## config.mk

```make
export PLATFORM = sky130hd
export DESIGN_NAME = gemm_instr_sequencer
export DESIGN_NICKNAME = d
export VERILOG_FILES = /design/src/rtl/gemm_instr_sequencer.sv
export SDC_FILE = /design/constraint.sdc
export NUM_CORES = 1
export LEC_CHECK = 0
export CORE_MARGIN = 1
export CORE_UTILIZATION = 45
export DETAILED_ROUTE_END_ITERATION = 8
export GPL_TIMING_DRIVEN = 0
export PLACE_DENSITY = 0.74
export REMOVE_ABC_BUFFERS = 1
export SYNTH_ARGS = -nofsm -noshare
export SYNTH_HDL_FRONTEND = slang
export SYNTH_SLANG_ARGS = --single-unit
```

## constraint.sdc

```tcl
create_clock -name CLK -period 2.03 [get_ports CLK]
set_input_delay 0.3045 -clock CLK [delete_from_list [all_inputs] [get_ports CLK]]
set_output_delay 0.3045 -clock CLK [all_outputs]
set_load 0.005 [all_outputs]
```

## src/rtl/gemm_instr_sequencer.sv

```systemverilog
// rtl/gemm_instr_sequencer.sv - expands one matrix-multiply job into LD_M/GEMM/ST_M words, or issues HALT
module gemm_instr_sequencer #(
    parameter int WORD_W   = 32,
    parameter int REG_W    = 5,
    parameter int MATRIX_W = 6,
    parameter int CNT_W    = 16
) (
    input  logic                CLK,
    input  logic                RST,
    input  logic                cmd_valid,
    output logic                cmd_ready,
    input  logic [MATRIX_W-1:0] cmd_ma,
    input  logic [MATRIX_W-1:0] cmd_mb,
    input  logic [MATRIX_W-1:0] cmd_mc,
    input  logic [MATRIX_W-1:0] cmd_md,
    input  logic [REG_W-1:0]    cmd_rs_a,
    input  logic [REG_W-1:0]    cmd_rs_b,
    input  logic [REG_W-1:0]    cmd_rs_c,
    input  logic [REG_W-1:0]    cmd_rs_d,
    input  logic [REG_W-1:0]    cmd_rs_stride,
    input  logic                cmd_load_c,
    input  logic                cmd_store_d,
    input  logic                halt_req,
    output logic                instr_valid,
    input  logic                instr_ready,
    output logic [WORD_W-1:0]   instr,
    output logic                busy,
    output logic                halted,
    output logic [CNT_W-1:0]    issued_cnt
);
    localparam logic [6:0] OP_LD   = 7'b0000111;
    localparam logic [6:0] OP_ST   = 7'b0100111;
    localparam logic [6:0] OP_GEMM = 7'b1110011;
    localparam logic [WORD_W-1:0] HALT_WORD = WORD_W'(32'h0000_007F);

    typedef enum logic [2:0] {S_IDLE, S_LDA, S_LDB, S_LDC, S_GEMM, S_STD, S_HLT} state_t;

    state_t state, state_n;
    logic [WORD_W-1:0] instr_n;
    logic              valid_n, halted_n, latch_en, fire;
    logic [CNT_W-1:0]  cnt_n;

    logic [MATRIX_W-1:0] ma_q, mb_q, mc_q, md_q;
    logic [REG_W-1:0]    rs_b_q, rs_c_q, rs_d_q, rs_stride_q;
    logic                load_c_q, store_d_q;

    function automatic logic [WORD_W-1:0] enc_mem(input logic [MATRIX_W-1:0] m,
                                                  input logic [REG_W-1:0] base,
                                                  input logic [REG_W-1:0] stride,
                                                  input logic [6:0] op);
        logic [WORD_W-1:0] w;
        w        = '0;
        w[31:26] = m;
        w[25:21] = base;
        w[20:16] = stride;
        w[6:0]   = op;
        return w;
    endfunction

    function automatic logic [WORD_W-1:0] enc_gemm(input logic [MATRIX_W-1:0] md,
                                                   input logic [MATRIX_W-1:0] ma,
                                                   input logic [MATRIX_W-1:0] mb,
                                                   input logic [MATRIX_W-1:0] mc);
        logic [WORD_W-1:0] w;
        w        = '0;
        w[31:26] = md;
        w[25:20] = ma;
        w[19:14] = mb;
        w[13:8]  = mc;
        w[6:0]   = OP_GEMM;
        return w;
    endfunction

    assign fire      = instr_valid && instr_ready;
    assign cmd_ready = (state == S_IDLE) && !halted;
    assign busy      = (state != S_IDLE);

    // Next word is computed here and registered, so the output never depends combinationally on inputs.
    always_comb begin
        state_n  = state;
        instr_n  = instr;
        valid_n  = instr_valid;
        halted_n = halted;
        latch_en = 1'b0;
        cnt_n    = fire ? issued_cnt + CNT_W'(1) : issued_cnt;
        unique case (state)
            S_IDLE: begin
                if (!halted) begin
                    if (cmd_valid) begin
                        latch_en = 1'b1;
                        state_n  = S_LDA;
                        valid_n  = 1'b1;
                        instr_n  = enc_mem(cmd_ma, cmd_rs_a, cmd_rs_stride, OP_LD);
                    end else if (halt_req) begin
                        state_n = S_HLT;
                        valid_n = 1'b1;
                        instr_n = HALT_WORD;
                    end
                end
            end
            S_LDA: if (fire) begin
                state_n = S_LDB;
                instr_n = enc_mem(mb_q, rs_b_q, rs_stride_q, OP_LD);
            end
            S_LDB: if (fire) begin
                if (load_c_q) begin
                    state_n = S_LDC;
                    instr_n = enc_mem(mc_q, rs_c_q, rs_stride_q, OP_LD);
                end else begin
                    state_n = S_GEMM;
                    instr_n = enc_gemm(md_q, ma_q, mb_q, mc_q);
                end
            end
            S_LDC: if (fire) begin
                state_n = S_GEMM;
                instr_n = enc_gemm(md_q, ma_q, mb_q, mc_q);
            end
            S_GEMM: if (fire) begin
                if (store_d_q) begin
                    state_n = S_STD;
                    instr_n = enc_mem(md_q, rs_d_q, rs_stride_q, OP_ST);
                end else begin
                    state_n = S_IDLE;
                    valid_n = 1'b0;
                    instr_n = '0;
                end
            end
            S_STD: if (fire) begin
                state_n = S_IDLE;
                valid_n = 1'b0;
                instr_n = '0;
            end
            S_HLT: if (fire) begin
                state_n  = S_IDLE;
                valid_n  = 1'b0;
                instr_n  = '0;
                halted_n = 1'b1;
            end
            default: begin
                state_n = S_IDLE;
                valid_n = 1'b0;
            end
        endcase
    end

    always_ff @(posedge CLK) begin
        if (RST) begin
            state       <= S_IDLE;
            instr       <= '0;
            instr_valid <= 1'b0;
            halted      <= 1'b0;
            issued_cnt  <= '0;
        end else begin
            state       <= state_n;
            instr       <= instr_n;
            instr_valid <= valid_n;
            halted      <= halted_n;
            issued_cnt  <= cnt_n;
        end
    end

    // Job fields are captured once so later cmd_* activity cannot corrupt an in-flight job.
    always_ff @(posedge CLK) begin
        if (RST) begin
            ma_q <= '0; mb_q <= '0; mc_q <= '0; md_q <= '0;
            rs_b_q <= '0; rs_c_q <= '0; rs_d_q <= '0; rs_stride_q <= '0;
            load_c_q <= 1'b0; store_d_q <= 1'b0;
        end else if (latch_en) begin
            ma_q        <= cmd_ma;
            mb_q        <= cmd_mb;
            mc_q        <= cmd_mc;
            md_q        <= cmd_md;
            rs_b_q      <= cmd_rs_b;
            rs_c_q      <= cmd_rs_c;
            rs_d_q      <= cmd_rs_d;
            rs_stride_q <= cmd_rs_stride;
            load_c_q    <= cmd_load_c;
            store_d_q   <= cmd_store_d;
        end
    end
endmodule

```

## Yosys cells after proc, flatten, opt, wreduce, memory -nomap -nowiden

Cells that the tools add are included.

- Register bits after elaboration: 99
- Latch bits: 0
- Memory bits (writable): 0
- Bits in read-only memories: 0
- Input bits: 56
- Output and inout port bits: 52
- Memories kept: 0

- $add $sub $neg: 1
- $mul: 0
- Divide/modulo/power cells: 0
- Order comparisons: 0
- Equality and inequality tests: 14
- Shift operators: 0
- Mux-type cells: 32
- Bitwise operators: 1
- Reduce and logical (&&, ||, !) cells: 12

Operator list:

| operator | number |
|---|---|
| 2-to-1 mux 32 bit | 10 |
| case mux 32 bit (6 select lines) | 1 |
| 2-to-1 mux 3 bit | 10 |
| case mux 3 bit (6 select lines) | 1 |
| adder 16 x 1 -> 16 bit, second input constant | 1 |
| != test 2 bit, second input constant | 6 |
| equality test 3 bit, second input constant | 3 |
| 2-to-1 mux 1 bit | 9 |
| AND reduction 8 bit | 1 |
| AND reduction 7 bit | 1 |
| equality test 3 x 2 -> 1 bit, second input constant | 2 |
| AND reduction 6 bit | 1 |
| nonzero test 6 bit | 1 |
| case mux 1 bit (4 select lines) | 1 |
| equality test 3 x 1 -> 1 bit, second input constant | 1 |
| logical NOT 3 bit | 1 |
| != test 3 bit, second input constant | 1 |
| nonzero test 3 bit | 1 |
| OR reduction 3 bit | 1 |
| logical AND 1 bit | 2 |
| != test 2 x 1 -> 1 bit, second input constant | 1 |
| AND reduction 2 bit | 1 |
| OR reduction 2 bit | 1 |
| logical NOT 1 bit | 1 |
| NOT 1 bit | 1 |

## Logic depth before layout (Yosys ltp)

Gate-level depths: netlist of run 1.

- Depth in word-level cells: 4
- Gate-level depth with buffers: 7
- Depth with buffers taken out: 5

## Worst setup path after synthesis of run 1

Ideal clock, no wire load.

- Kind: register -> register
- From: reg state[2]
- To: reg instr[30]
- Setup time: 0.144 ns
- Arrival time: 1.715 ns
- Required time: 1.886 ns
- Path slack: 0.171 ns
- Cell stages (with the launch flop): 8
- Path buffers: 3
- Cell sequence: dfxtp_1 or3_1 clkbuf_1 or3_1 buf_2 clkbuf_1 a31oi_1 a311oi_1

- Word-level cells in the longest chain between the ends: 4
- Elaborated cells between the ends (all ways): 18

RTL lines:

| element | line | source |
|---|---|---|
| from (decl) | 38 | `state_t state, state_n;` |
| from (signal assigned) | 154 | `state <= state_n;` |
| equality test 3 bit | 86 | `unique case (state)` |
| OR reduction 2 bit (no source line) | -- |  |
| nonzero test 6 bit (no source line) or != test 2 x 1 -> 1 bit (tied branches) | -- |  |
| AND reduction 8 bit (no source line) | -- |  |
| to (signal assigned) | 155 | `instr <= instr_n;` |
| to (decl) | 26 | `output logic [WORD_W-1:0] instr,` |

Several ways; a longest one is shown, not always the timed one.
A chain may end at the register's enable or synchronous reset.

## Worst setup path after layout of run 1

- From: reg instr_valid
- To: reg issued_cnt[13]

- Word-level cells in the longest chain between the ends: 1

RTL lines:

| element | line | source |
|---|---|---|
| from (decl) | 24 | `output logic instr_valid,` |
| from (signal assigned) | 156 | `instr_valid <= valid_n;` |
| logical AND 1 bit | 74 | `assign fire = instr_valid && instr_ready;` |
| to (signal assigned) | 158 | `issued_cnt <= cnt_n;` |
| to (decl) | 29 | `output logic [CNT_W-1:0] issued_cnt` |

No other way between the ends.

==> reports/results.tsv, run 1 <==
stage	metric	value	unit
critical_path	Worst path max stage delay	0.56	ns
yosys	Yosys reg bits	96	
finish	Finished Cell Area	5870	um2
route	via density per instance	5.79	
floorplanning	die width	100	um
place	RePlAce Congestion	0.789	
global_routing	vias in the first global route	3969	
timing	Sum Neg Setup Slack	0	ns
timing	Worst-Margin Slew	0.967	ns
timing	Hold WS	0.459	ns
yosys	count of cell types in the netlist	54	
clock_tree	CTS tree	done	
min_path	Worst Hold Class	register to register	
flow_run	max-cap viol count	0	
critical_path	worst-path maximum fanout	8	
critical_path	CP startpoint kind	register	
finish	final core utilization	63.3	%
route	wire per inst	16.4	um
timing	Final Max Slew Viols	0	
finish	share of layout cells above drive strength 1	11.7	%
timing	final count of negative-setup-slack endpoints	0	
yosys	Synth Area per Inst	8.29	um2
timing	RSZ-0062 raised after global routing	false	
timing	min Tclk post-route	1.95	ns
floorplanning	CORE AREA	9280	um2
finish	commonest non-fill, non-tap cell in the layout	nand2_1	
finish	FILL cells	811	
power_and_ir_drop	P_sw	3.22	mW
timing	Max Freq	0.513	GHz
global_routing	M1 GR Usage	31.3	%
timing	period utilization	96.0	%
yosys	synthesized area	4320	um2
yosys	register area share after synthesis	44.5	%
yosys	gate count of the mapped netlist	521	
route	DRC viols	0	
power_and_ir_drop	P per Cell Area	1350	nW/um2
power_and_ir_drop	sw frac	40.6	%
floorplanning	row cnt	35	
power_and_ir_drop	power share of the sequential group	34.3	%
route	vias after detailed routing	4271	
critical_path	Crit. End Element	register	
finish	fin nets	661	
place	hpwl dp	7590	um
clock_tree	TritonCTS Sinks	96	
timing	Clock Skew	0.0188	ns
clock_tree	Root Driver	clkbuf_8	
power_and_ir_drop	P_leak	2.07	nW
clock_tree	Hold-fix buffers, CTS	0	
critical_path	Crit path required time	2.31	ns
finish	commonest non-fill, non-tap cells in the layout	113 x nand2_1, 102 x clkdlybuf4s50_1, 91 x dfxtp_1	
global_routing	antenna violations before repair	0	
clock_tree	worst skew pair latency	0.36	ns
yosys	EDFF count, synth	0	
clock_tree	Num CTS Buffers	9	
global_routing	first-pass GRT wire length	19100	um
clock_tree	clock transition at the registers of the reported paths	0.09	ns
global_routing	total gr overflow	0	
clock_tree	Longest Clk Path Bufs	2	
route	antenna-violating nets left	0	
run_status	status	complete, no violations	
critical_path	WS Path Type	register to register	
yosys	Primary FF master, synth	dfxtp_1	
power_and_ir_drop	clock power share	16.2	%
critical_path	cells along the critical path	nand3_2, or4_4, or4_1, a21oi_1	
global_routing	pin count of the biggest net entering global routing	98	
global_routing	met2 Use GR	40.0	%
place	placed inst area	5390	um2
route	initial drt markers	312	
power_and_ir_drop	Comb power frac	49.5	%
timing	Max-Slew Margin vs Limit	35.5	%
global_routing	GRT Resource Usage Total	24.0	%
floorplanning	Die ar.	10000	um2
yosys	synth warn	0	
global_routing	grt met3 use	3.83	%
place	IO buf count	106	
clock_tree	Clock H-tree levels	3	
finish	ANT cells	0	
critical_path	slowest cell on the critical path	or4_4	
power_and_ir_drop	Power Internal	4.72	mW
finish	Layout area overhead	35.9	%
power_and_ir_drop	Peak VDD IR	0.583	mV
critical_path	Arr. time, crit path	2.23	ns
floorplanning	io pins	108	
route	DR pass1 iterations	5	
route	drt total wl	12100	um
global_routing	global routing's busiest layer	met2	
floorplanning	die height	100	um
floorplanning	Starting Density	46.5	%
yosys	fraction of registers with async set/reset	0	%
timing	Final Hold Fails	0	
-- cell families (layout without fill, tap and decap cells) --
family / after synthesis / after routing / synth area share [%]
AOI/OAI and AO/OA: 155 / 155 / 23.5
xor gates and xnor gates: 10 / 10 / 2.03
adders and majority gates: 1 / 1 / 0.290
buffers and inverters: 58 / 146 / 5.79
DFF: 96 / 96 / 44.5
muxes: 6 / 6 / 1.53
other: 1 / 1 / 0.0868
and+or+nand+nor: 194 / 194 / 22.3
-- registers in the layout, summed over array words and instances (netlist names) --
register	count
md_q	6
rs_d_q	5
instr	29
rs_b_q	5
store_d_q	1
load_c_q	1
issued_cnt	16
state	3
ma_q	6
mc_q	6
mb_q	6
rs_c_q	5
halted	1
rs_stride_q	5
instr_valid	1
-- through the flow --
stage	setup slack, ns	cells	power, mW
6_report	0.0821	738	7.94
5_1_grt	0.0213	738	8.39
4_1_cts	0.00959	732	7.71
3_5_place_dp	-1.26	707	6.01
3_3_place_gp	-2.48	705	5.12
2_1_floorplan	-1.07	470	4.57
-- path summary, 6_finish.rpt --
check / startpoint / slack, ns / endpoint / cells after the start
max: instr_valid$_SDFFE_PP0P_ / 0.08 / issued_cnt[13]$_SDFFE_PP0P_ / 4
min: rs_c_q[1]$_SDFFE_PP0P_ / 0.46 / rs_c_q[1]$_SDFFE_PP0P_ / 2
max reg2reg: instr_valid$_SDFFE_PP0P_ / 0.08 / issued_cnt[13]$_SDFFE_PP0P_ / 4
min reg2reg: rs_c_q[1]$_SDFFE_PP0P_ / 0.46 / rs_c_q[1]$_SDFFE_PP0P_ / 2
-- per-layer routing --
| layer | share of wire (%) | routed length (um) | up-vias |
|---|---|---|---|
| met2 | 48 | 5770 | 168 |
| met3 | 6.0 | 721 | 19 |
| met1 | 45 | 5400 | 2023 |
| li1 | - | - | 2061 |
| met5 | 0 | 0 | - |
| met4 | 1.6 | 188 | 0 |
-- worst max-delay path: cells and delay by family, from the launching register on --
kind            cells  cell delay (ns)
compound gates      1             0.15
flops               1             0.48
simple gates        3             1.24
-- area by class of cell --
cell class	count	area (um2)	area share (%)
timing repair buffer	123	1270	21.6
multi-input combinational	367	2280	38.8
inverter	7	26.3	0.447
tap	129	161	2.75
clock buffer	10	138	2.34
sequential	96	1940	33.0
clock inverter	6	66.3	1.13
-- power by group through the flow --
| stage | clock network, mW | logic, mW | registers [mW] |
|---|---|---|---|
| floorplan | 0 | 1.92 | 2.65 |
| global placement | 0 | 2.42 | 2.70 |
| detailed placement | 0 | 3.26 | 2.75 |
| CTS | 1.30 | 3.70 | 2.71 |
| global route | 1.38 | 4.23 | 2.78 |
| finish | 1.29 | 3.93 | 2.73 |
-- cells in the mapped netlist (3+ instances only) --
| master | number | area (um2) |
|---|---|---|
| o31ai_1 | 13 | 97.6 |
| and2_1 | 3 | 18.8 |
| xor2_1 | 6 | 52.6 |
| or3_2 | 3 | 22.5 |
| nand3b_1 | 3 | 22.5 |
| nor3_1 | 3 | 15.0 |
| a222oi_1 | 15 | 150 |
| buf_2 | 17 | 85.1 |
| a311oi_1 | 11 | 96.3 |
| inv_1 | 7 | 26.3 |
| nor2_1 | 13 | 48.8 |
| buf_4 | 3 | 22.5 |
| clkbuf_1 | 29 | 109 |
| nand3_1 | 4 | 20.0 |
| nand2_1 | 114 | 428 |
| a21oi_1 | 66 | 330 |
| nand4_1 | 14 | 87.6 |
| o21ai_0 | 10 | 50.1 |
| or3_1 | 3 | 18.8 |
| or4_1 | 5 | 37.5 |
| a211oi_1 | 9 | 67.6 |
| xnor2_1 | 4 | 35.0 |
| nor3b_1 | 9 | 67.6 |
| a31oi_1 | 20 | 125 |
| nor2b_1 | 3 | 18.8 |
| dfxtp_1 | 96 | 1920 |
| mux2_2 | 5 | 56.3 |
-- repair_timing --
item / CTS / global route
setup endpoints to repair: 83 / 43
pin swaps: 3 / 4
setup buffers: 9 / 6
resized for setup: 25 / 9
(Power assumes the default switching activity.)
==> run 2: changes to the inputs <==
--- a/config.mk
+++ b/config.mk
@@ -7,6 +7,7 @@
 export LEC_CHECK = 0
 export CORE_MARGIN = 1
 export CORE_UTILIZATION = 45
+export CTS_CLUSTER_SIZE = 24
 export DETAILED_ROUTE_END_ITERATION = 8
 export GPL_TIMING_DRIVEN = 0
 export PLACE_DENSITY = 0.74
==> results of run 2 <==
Same layout as run 1: the final DEF is identical, and so are final timing and power.
